File: config.mk
export PLATFORM = sky130hd
export DESIGN_NAME = pwm_wavegen_flat
export DESIGN_NICKNAME = d
export VERILOG_FILES = /design/src/rtl/pwm_wavegen_pkg.sv /design/src/rtl/pwm_wavegen_if.sv /design/src/rtl/pwm_wavegen_reg.sv /design/src/rtl/pwm_wavegen.sv /design/src/flat_wrapper.sv
export SDC_FILE = /design/constraint.sdc
export NUM_CORES = 1
export LEC_CHECK = 0
export CAP_MARGIN = 5
export CORE_MARGIN = 3
export CORE_UTILIZATION = 65
export CTS_CLUSTER_SIZE = 30
export DETAILED_ROUTE_END_ITERATION = 16
export DONT_BUFFER_PORTS = 1
export PLACE_DENSITY = 0.81
export SLEW_MARGIN = 25
export SYNTH_ARGS = -nofsm -noshare
export SYNTH_HDL_FRONTEND = slang
export SYNTH_SLANG_ARGS = --single-unit
File: constraint.sdc
create_clock -name mclk -period 8.9 [get_ports mclk]
set_input_delay 1.78 -clock mclk [delete_from_list [all_inputs] [get_ports mclk]]
set_output_delay 1.78 -clock mclk [all_outputs]
set_load 0.05 [all_outputs]
File: src/rtl/pwm_wavegen_pkg.sv
// Shared types and constants for the PWM waveform generator: FSM states,
// tick source encodings, register map and CTRL/STATUS bit positions.
package pwm_wavegen_pkg;

  typedef enum logic [1:0] {
    ST_IDLE,
    ST_RUN,
    ST_DONE
  } state_e;

  typedef enum logic [1:0] {
    TICK_MCLK,
    TICK_US,
    TICK_MS,
    TICK_NONE
  } tick_sel_e;

  localparam logic [1:0] ADDR_CTRL   = 2'd0;
  localparam logic [1:0] ADDR_PERIOD = 2'd1;
  localparam logic [1:0] ADDR_HIGH   = 2'd2;
  localparam logic [1:0] ADDR_STATUS = 2'd3;

  localparam int unsigned CTRL_ENABLE   = 0;
  localparam int unsigned CTRL_TSEL_LSB = 1;
  localparam int unsigned CTRL_ONE_SHOT = 3;
  localparam int unsigned CTRL_POLARITY = 4;
  localparam int unsigned CTRL_INTR_EN  = 5;
  localparam int unsigned CTRL_W        = 6;

  localparam int unsigned STAT_DONE = 16;
  localparam int unsigned STAT_INTR = 17;

  // True when the byte lane holding bit_idx is enabled for a write.
  function automatic logic be_hit(input logic [3:0] be, input int unsigned bit_idx);
    return be[bit_idx[4:3]];
  endfunction

endpackage

File: src/rtl/pwm_wavegen_if.sv
// Register access bus of the PWM generator: strobe held until a one-cycle ack,
// read data valid together with the ack.
interface pwm_wavegen_if;
  logic        reg_cs;
  logic        reg_wr;
  logic [1:0]  reg_addr;
  logic [31:0] reg_wdata;
  logic [3:0]  reg_be;
  logic [31:0] reg_rdata;
  logic        reg_ack;

  modport master (
    output reg_cs, reg_wr, reg_addr, reg_wdata, reg_be,
    input  reg_rdata, reg_ack
  );

  modport slave (
    input  reg_cs, reg_wr, reg_addr, reg_wdata, reg_be,
    output reg_rdata, reg_ack
  );
endinterface

File: src/rtl/pwm_wavegen_reg.sv
// Register file: CTRL/PERIOD/HIGH with byte-enable writes, STATUS with live
// counter and sticky done/intr (W1C on intr). CNT_W must not exceed 16.
module pwm_wavegen_reg
  import pwm_wavegen_pkg::*;
#(
  parameter int unsigned CNT_W = 16
) (
  input  logic             clk,
  input  logic             rst,
  pwm_wavegen_if.slave     bus,
  input  logic [CNT_W-1:0] counter,
  input  logic             set_intr,
  input  logic             set_done,
  input  logic             clr_done,
  output logic             enable,
  output tick_sel_e        tick_sel,
  output logic             one_shot,
  output logic             polarity,
  output logic             intr_en,
  output logic [CNT_W-1:0] period,
  output logic [CNT_W-1:0] high,
  output logic             done,
  output logic             intr
);

  logic [CTRL_W-1:0] ctrl;
  logic [CTRL_W-1:0] ctrl_nx;
  logic [CNT_W-1:0]  period_nx;
  logic [CNT_W-1:0]  high_nx;
  logic [31:0]       rd_mux;
  logic              wr_stb;
  logic              rd_stb;
  logic              w1c;

  assign enable   = ctrl[CTRL_ENABLE];
  assign tick_sel = tick_sel_e'(ctrl[CTRL_TSEL_LSB +: 2]);
  assign one_shot = ctrl[CTRL_ONE_SHOT];
  assign polarity = ctrl[CTRL_POLARITY];
  assign intr_en  = ctrl[CTRL_INTR_EN];

  // Writes land in the ack cycle; reads are captured on the cycle before it.
  assign wr_stb = bus.reg_cs & bus.reg_wr & bus.reg_ack;
  assign rd_stb = bus.reg_cs & ~bus.reg_wr & ~bus.reg_ack;
  assign w1c    = wr_stb && (bus.reg_addr == ADDR_STATUS) &&
                  be_hit(bus.reg_be, STAT_INTR) && bus.reg_wdata[STAT_INTR];

  always_comb begin
    ctrl_nx   = ctrl;
    period_nx = period;
    high_nx   = high;
    for (int unsigned i = 0; i < CTRL_W; i++) begin
      if (be_hit(bus.reg_be, i)) ctrl_nx[i] = bus.reg_wdata[i];
    end
    for (int unsigned i = 0; i < CNT_W; i++) begin
      if (be_hit(bus.reg_be, i)) begin
        period_nx[i] = bus.reg_wdata[i];
        high_nx[i]   = bus.reg_wdata[i];
      end
    end
  end

  always_comb begin
    rd_mux = '0;
    case (bus.reg_addr)
      ADDR_CTRL:   rd_mux[CTRL_W-1:0] = ctrl;
      ADDR_PERIOD: rd_mux[CNT_W-1:0]  = period;
      ADDR_HIGH:   rd_mux[CNT_W-1:0]  = high;
      default: begin
        rd_mux[CNT_W-1:0] = counter;
        rd_mux[STAT_DONE] = done;
        rd_mux[STAT_INTR] = intr;
      end
    endcase
  end

  always_ff @(posedge clk or posedge rst) begin
    if (rst) begin
      bus.reg_ack   <= 1'b0;
      bus.reg_rdata <= '0;
      ctrl          <= '0;
      period        <= '0;
      high          <= '0;
      done          <= 1'b0;
      intr          <= 1'b0;
    end else begin
      bus.reg_ack <= bus.reg_cs & ~bus.reg_ack;
      if (rd_stb) bus.reg_rdata <= rd_mux;
      if (wr_stb) begin
        case (bus.reg_addr)
          ADDR_CTRL:   ctrl   <= ctrl_nx;
          ADDR_PERIOD: period <= period_nx;
          ADDR_HIGH:   high   <= high_nx;
          default:     ;
        endcase
      end
      // A period end in the same cycle as the W1C keeps intr set.
      intr <= set_intr | (intr & ~w1c);
      if (set_done)      done <= 1'b1;
      else if (clr_done) done <= 1'b0;
    end
  end

endmodule

File: src/rtl/pwm_wavegen.sv
// PWM waveform generator core: IDLE/RUN/DONE sequencer, tick-gated period
// counter with shadowed PERIOD/HIGH, registered polarity-adjusted output.
module pwm_wavegen
  import pwm_wavegen_pkg::*;
#(
  parameter int unsigned CNT_W = 16
) (
  input  logic         mclk,
  input  logic         h_reset,
  input  logic         pulse_1us,
  input  logic         pulse_1ms,
  pwm_wavegen_if.slave bus,
  output logic         wave_out,
  output logic         wave_intr
);

  state_e           state;
  tick_sel_e        tick_sel;
  logic [CNT_W-1:0] counter;
  logic [CNT_W-1:0] shadow_period;
  logic [CNT_W-1:0] shadow_high;
  logic [CNT_W-1:0] period;
  logic [CNT_W-1:0] high;
  logic             enable;
  logic             one_shot;
  logic             polarity;
  logic             intr_en;
  logic             done;
  logic             intr;
  logic             tick;
  logic             period_end;
  logic             set_intr;
  logic             set_done;
  logic             clr_done;

  pwm_wavegen_reg #(.CNT_W(CNT_W)) u_reg (
    .clk      (mclk),
    .rst      (h_reset),
    .bus      (bus),
    .counter  (counter),
    .set_intr (set_intr),
    .set_done (set_done),
    .clr_done (clr_done),
    .enable   (enable),
    .tick_sel (tick_sel),
    .one_shot (one_shot),
    .polarity (polarity),
    .intr_en  (intr_en),
    .period   (period),
    .high     (high),
    .done     (done),
    .intr     (intr)
  );

  always_comb begin
    tick = 1'b0;
    case (tick_sel)
      TICK_MCLK: tick = 1'b1;
      TICK_US:   tick = pulse_1us;
      TICK_MS:   tick = pulse_1ms;
      default:   tick = 1'b0;
    endcase
  end

  assign period_end = tick && (counter == shadow_period);
  assign set_intr   = (state == ST_RUN) && enable && period_end;
  assign set_done   = set_intr && one_shot;
  assign clr_done   = (state == ST_IDLE) && enable;
  assign wave_intr  = intr & intr_en;

  always_ff @(posedge mclk or posedge h_reset) begin
    if (h_reset) begin
      state         <= ST_IDLE;
      counter       <= '0;
      shadow_period <= '0;
      shadow_high   <= '0;
      wave_out      <= 1'b0;
    end else begin
      wave_out <= ((state == ST_RUN) && (counter < shadow_high)) ^ polarity;
      case (state)
        ST_IDLE: begin
          counter <= '0;
          if (enable) begin
            shadow_period <= period;
            shadow_high   <= high;
            state         <= ST_RUN;
          end
        end
        ST_RUN: begin
          if (!enable) begin
            state   <= ST_IDLE;
            counter <= '0;
          end else if (period_end) begin
            // New PERIOD/HIGH only take effect from a period boundary.
            counter       <= '0;
            shadow_period <= period;
            shadow_high   <= high;
            if (one_shot) state <= ST_DONE;
          end else if (tick) begin
            counter <= counter + CNT_W'(1);
          end
        end
        default: begin
          counter <= '0;
          if (!enable) state <= ST_IDLE;
        end
      endcase
    end
  end

endmodule

File: src/flat_wrapper.sv
// flat-port wrapper written by rule: the top's interface ports become plain ports
module pwm_wavegen_flat import pwm_wavegen_pkg::*;
#(
  parameter int unsigned CNT_W = 16
)
  (mclk, h_reset, pulse_1us, pulse_1ms, wave_out, wave_intr, bus_reg_cs, bus_reg_wr, bus_reg_addr, bus_reg_wdata, bus_reg_be, bus_reg_rdata, bus_reg_ack);
  pwm_wavegen_if bus_i ();
  input  logic mclk;
  input  logic h_reset;
  input  logic pulse_1us;
  input  logic pulse_1ms;
  output logic wave_out;
  output logic wave_intr;
  input wire logic [$bits(bus_i.reg_cs)-1:0] bus_reg_cs;
  input wire logic [$bits(bus_i.reg_wr)-1:0] bus_reg_wr;
  input wire logic [$bits(bus_i.reg_addr)-1:0] bus_reg_addr;
  input wire logic [$bits(bus_i.reg_wdata)-1:0] bus_reg_wdata;
  input wire logic [$bits(bus_i.reg_be)-1:0] bus_reg_be;
  output wire logic [$bits(bus_i.reg_rdata)-1:0] bus_reg_rdata;
  output wire logic [$bits(bus_i.reg_ack)-1:0] bus_reg_ack;
  assign bus_i.reg_cs = bus_reg_cs;
  assign bus_i.reg_wr = bus_reg_wr;
  assign bus_i.reg_addr = bus_reg_addr;
  assign bus_i.reg_wdata = bus_reg_wdata;
  assign bus_i.reg_be = bus_reg_be;
  assign bus_reg_rdata = bus_i.reg_rdata;
  assign bus_reg_ack = bus_i.reg_ack;
  pwm_wavegen #(.CNT_W(CNT_W)) u_core (.mclk(mclk), .h_reset(h_reset), .pulse_1us(pulse_1us), .pulse_1ms(pulse_1ms), .bus(bus_i), .wave_out(wave_out), .wave_intr(wave_intr));
endmodule
==> summary.txt <==
Outcome
  • Outcome: complete, no violations

Timing
  • Min cycle time layout: 3500 ps
  • Final setup violation count: 0
  • Slew @ Worst Pin: 971 ps
  • Final Skew: 15.8 ps
  • Slew HR: 35.2%
  • Final Hold Fails: 0
  • Final Max Tran Viols: 0
  • Period utilization: 39.4%
  • Max Freq: 0.285 GHz
  • Setup TNS: 0 ps
  • RSZ-0062 raised after global routing: false

Synth
  • Synth Flop Type: dfrtp_1
  • Number of synthesized flops with an enable pin: 0
  • Synth warn: 0
  • Yosys top cell area share: 41.7%
  • Cell variety after synth: 49
  • Area leader, netlist: dfrtp_1
  • Synth top area cells: dfrtp_1 42%, mux2_2 9.2%, nand4_1 4.1%, xnor2_1 3.9%, nand2_1 3.8%
  • Ys async rst share: 100%
  • Seq/Total Area, Yosys: 41.7%
  • Mapped Cells: 626
  • Syn Area/Cell: 10.5 um^2
  • Yosys reg bits: 110
  • Post-Syn Area: 6600 um^2

Global route
  • Vias in the first global route: 4,885
  • Initial antenna violation count: 0
  • Largest net degree at the start of global routing: 69
  • GR Overflow Total: 0
  • Global-route wire length before repair: 25,200 um
  • GRT Total Usage: 28.0%

Placed design
  • Routability cong.: 0.842
  • IO buf count: 0
  • Placed inst area: 6490 um^2
  • DPL Wire Length: 10,400 um

Finish
  • Synth-to-Final Area Change: 1.42%
  • Ant diodes: 0
  • Final #Nets: 652
  • Final Instance Area: 6690 um^2
  • Layout cells sized above 1: 19.6%

Clocking
  • Hold_buf cts: 0
  • Post-CTS setup buffer count: 0
  • CTS sink cnt: 110
  • CTS tree: yes
  • Root Buffer: clkbuf_8
  • Clock insertion delay at the later pin of the skew report: 380 ps
  • Clock Tree Buf Depth: 2
  • H-tree depth: 3
  • Cts repair resizes: 0
  • Clock edge transition at the registers on the reported setup and hold paths: 110 ps
  • CTS Buf Count: 9

Critical path
  • Slowest library cell on the worst path: nor2b_1
  • Crit end category: flop
  • Worst EP required: 9160 ps
  • Cells along the critical path: nor2b_1, nor2b_1, mux2_2
  • Worst Path Arrival: 3770 ps
  • Crit-path max FO: 22
  • Startpoint Class: primary input
  • WS Path Type: in -> reg
  • CP most frequent cell: nor2b_1
  • Largest stage delay, worst path: 810 ps

Routing
  • Drt drc: 0
  • 1st-pass router iterations: 5
  • Total number of vias: 4,959
  • Final WL: 15,500 um
  • Initial drt markers: 363
  • Routed Antenna Nets: 0
  • Avg WL per Cell: 21.3 um
  • Vias per cell: 6.79

Power and ir drop
  • Leakage: 0.00276 uW
  • Power Density: 229 nW/um^2
  • Max VDD drop: 0.000170 V

Floorplan
  • Die Wd: 107 um
  • IO Count: 79
  • Core Box Area: 9820 um^2
  • Chip Height: 107 um
  • Die area: 11,400 um^2
  • Initial Util: 67.2%
  • Row count: 36

Hold path
  • Worst hold path type: reg -> reg

Job
  • Max_cap viols: 0
path summary, 6_finish.rpt:
check	depth (start not counted)	slack, ps	end	start
hold / removal	1	550	u_core.u_reg.ctrl[5]$_DFFE_PP0P_	u_core.u_reg.ctrl[5]$_DFFE_PP0P_
max in group asynchronous	2	6320	u_core.counter[12]$_DFFE_PP0P_	h_reset
min in group asynchronous	1	1330	u_core.shadow_high[1]$_DFFE_PP0P_	h_reset
hold reg to reg	1	550	u_core.u_reg.ctrl[5]$_DFFE_PP0P_	u_core.u_reg.ctrl[5]$_DFFE_PP0P_
setup / recovery	3	5400	u_core.u_reg.high[5]$_DFFE_PP0P_	bus_reg_addr[1]
setup reg to reg	6	6000	u_core.counter[7]$_DFFE_PP0P_	u_core.counter[9]$_DFFE_PP0P_
worst max-delay path: cells and delay by family:
| family | cells | cell delay (ps) |
|---|---|---|
| and+or+nand+nor | 2 | 1560 |
| muxes | 1 | 420 |
power breakdown:
group          switching (uW)  total [uW]  leakage [uW]  internal (uW)
registers                 158         772       0.00138            615
clock network             192         302     0.0000937            110
logic                     237         455       0.00128            218
total                     587        1530       0.00276            942
layout by cell type (no fill, tap or decap), drive strengths merged, types with 2 or more instances in the layout:
cell and n:
nand4 44, ha 16, o221a 15, a21oi 15, buf 6, and4 2
o211ai 33, conb 14, nor2 29, mux2 54, xnor2 29, dfrtp 110
clkbuf 10, nand2b 3, clkinv 2, nor3 2, nand2 67, a211oi 9
nand3b 32, and2 2, a21o 4, nor2b 7, mux4 6, a22oi 10
xor2 2, inv 24, nand3 10, o211a 17, a2111oi 5, o21ai 9
sequential cells by signal, summed over array words and instances (netlist names):
| register | count |
|---|---|
| u_core.u_reg.period | 16 |
| u_core.wave_out | 1 |
| u_core.shadow_period | 16 |
| u_core.shadow_high | 16 |
| u_core.u_reg.high | 16 |
| u_core.counter | 16 |
| u_core.u_reg.done | 1 |
| u_core.u_reg.intr | 1 |
| u_core.u_reg.bus.reg_ack | 1 |
| u_core.u_reg.ctrl | 6 |
| u_core.state | 2 |
| u_core.u_reg.bus.reg_rdata | 18 |
area by class of cell:
class | instances | area (um^2)
multi-input combinational | 444 | 3450
clock buffer | 10 | 128
sequential | 110 | 2750
timing repair buffer | 6 | 45.0
fill | 767 | 3130
tap | 133 | 166
clock inverter | 6 | 63.8
inverter | 21 | 81.3
stage by stage:
stage                     std cells  setup slack, ps  total power [uW]  hold slack, ps  utilization [%]
after CTS                       730             5410              1530             549             68.1
after detailed placement        714             4990              1230             516             66.1
after floorplan                 639             4220              1140             455                -
after global placement          714             5110              1200             512             66.1
after global routing            730             5370              1610             571             68.1
final                           730             5400              1530             551             68.1
routing by layer:
metal	up-vias	GRT usage (%)	share of wire, %
met5	-	0	0
met3	26	5.78	6.4
li1	2210	-	-
met1	2519	37.7	43
met2	204	46.6	49
met4	0	7.21	1.9
kinds of logic (layout without fill, tap and decap cells):
logic type | Yosys count | count (layout) | synth area share, %
flip-flops | 110 | 110 | 41.7
AO/OA/AOI/OAI | 124 | 124 | 16.6
adder cells (fa/ha/maj) | 16 | 16 | 3.03
XOR/XNOR | 31 | 31 | 4.12
buffers and inverters | 85 | 43 | 6.98
AND/OR/NAND/NOR | 199 | 199 | 16.3
multiplexers | 60 | 60 | 11.3
other | 1 | 14 | 0.0568
synthesized netlist by cell type, types with 2 or more instances:
cell type  count
o221a_2       15
nand2_1       66
mux4_2         6
clkbuf_1      18
inv_1         21
buf_6          4
o211a_1       17
xor2_1         2
buf_4         24
a21oi_1       15
mux2_2        54
nand2b_1       3
a21o_1         4
nand3_1       10
buf_2         16
nand3b_1      32
a2111oi_4      4
nor2_2         2
nor2b_1        7
and2_1         2
o211ai_1      33
nand4_1       43
ha_1          16
xnor2_1       29
dfrtp_1      110
a22oi_1       10
o21ai_0        9
a211oi_2       7
nor2_1        26
a211oi_1       2
(Power assumes the default switching activity.)
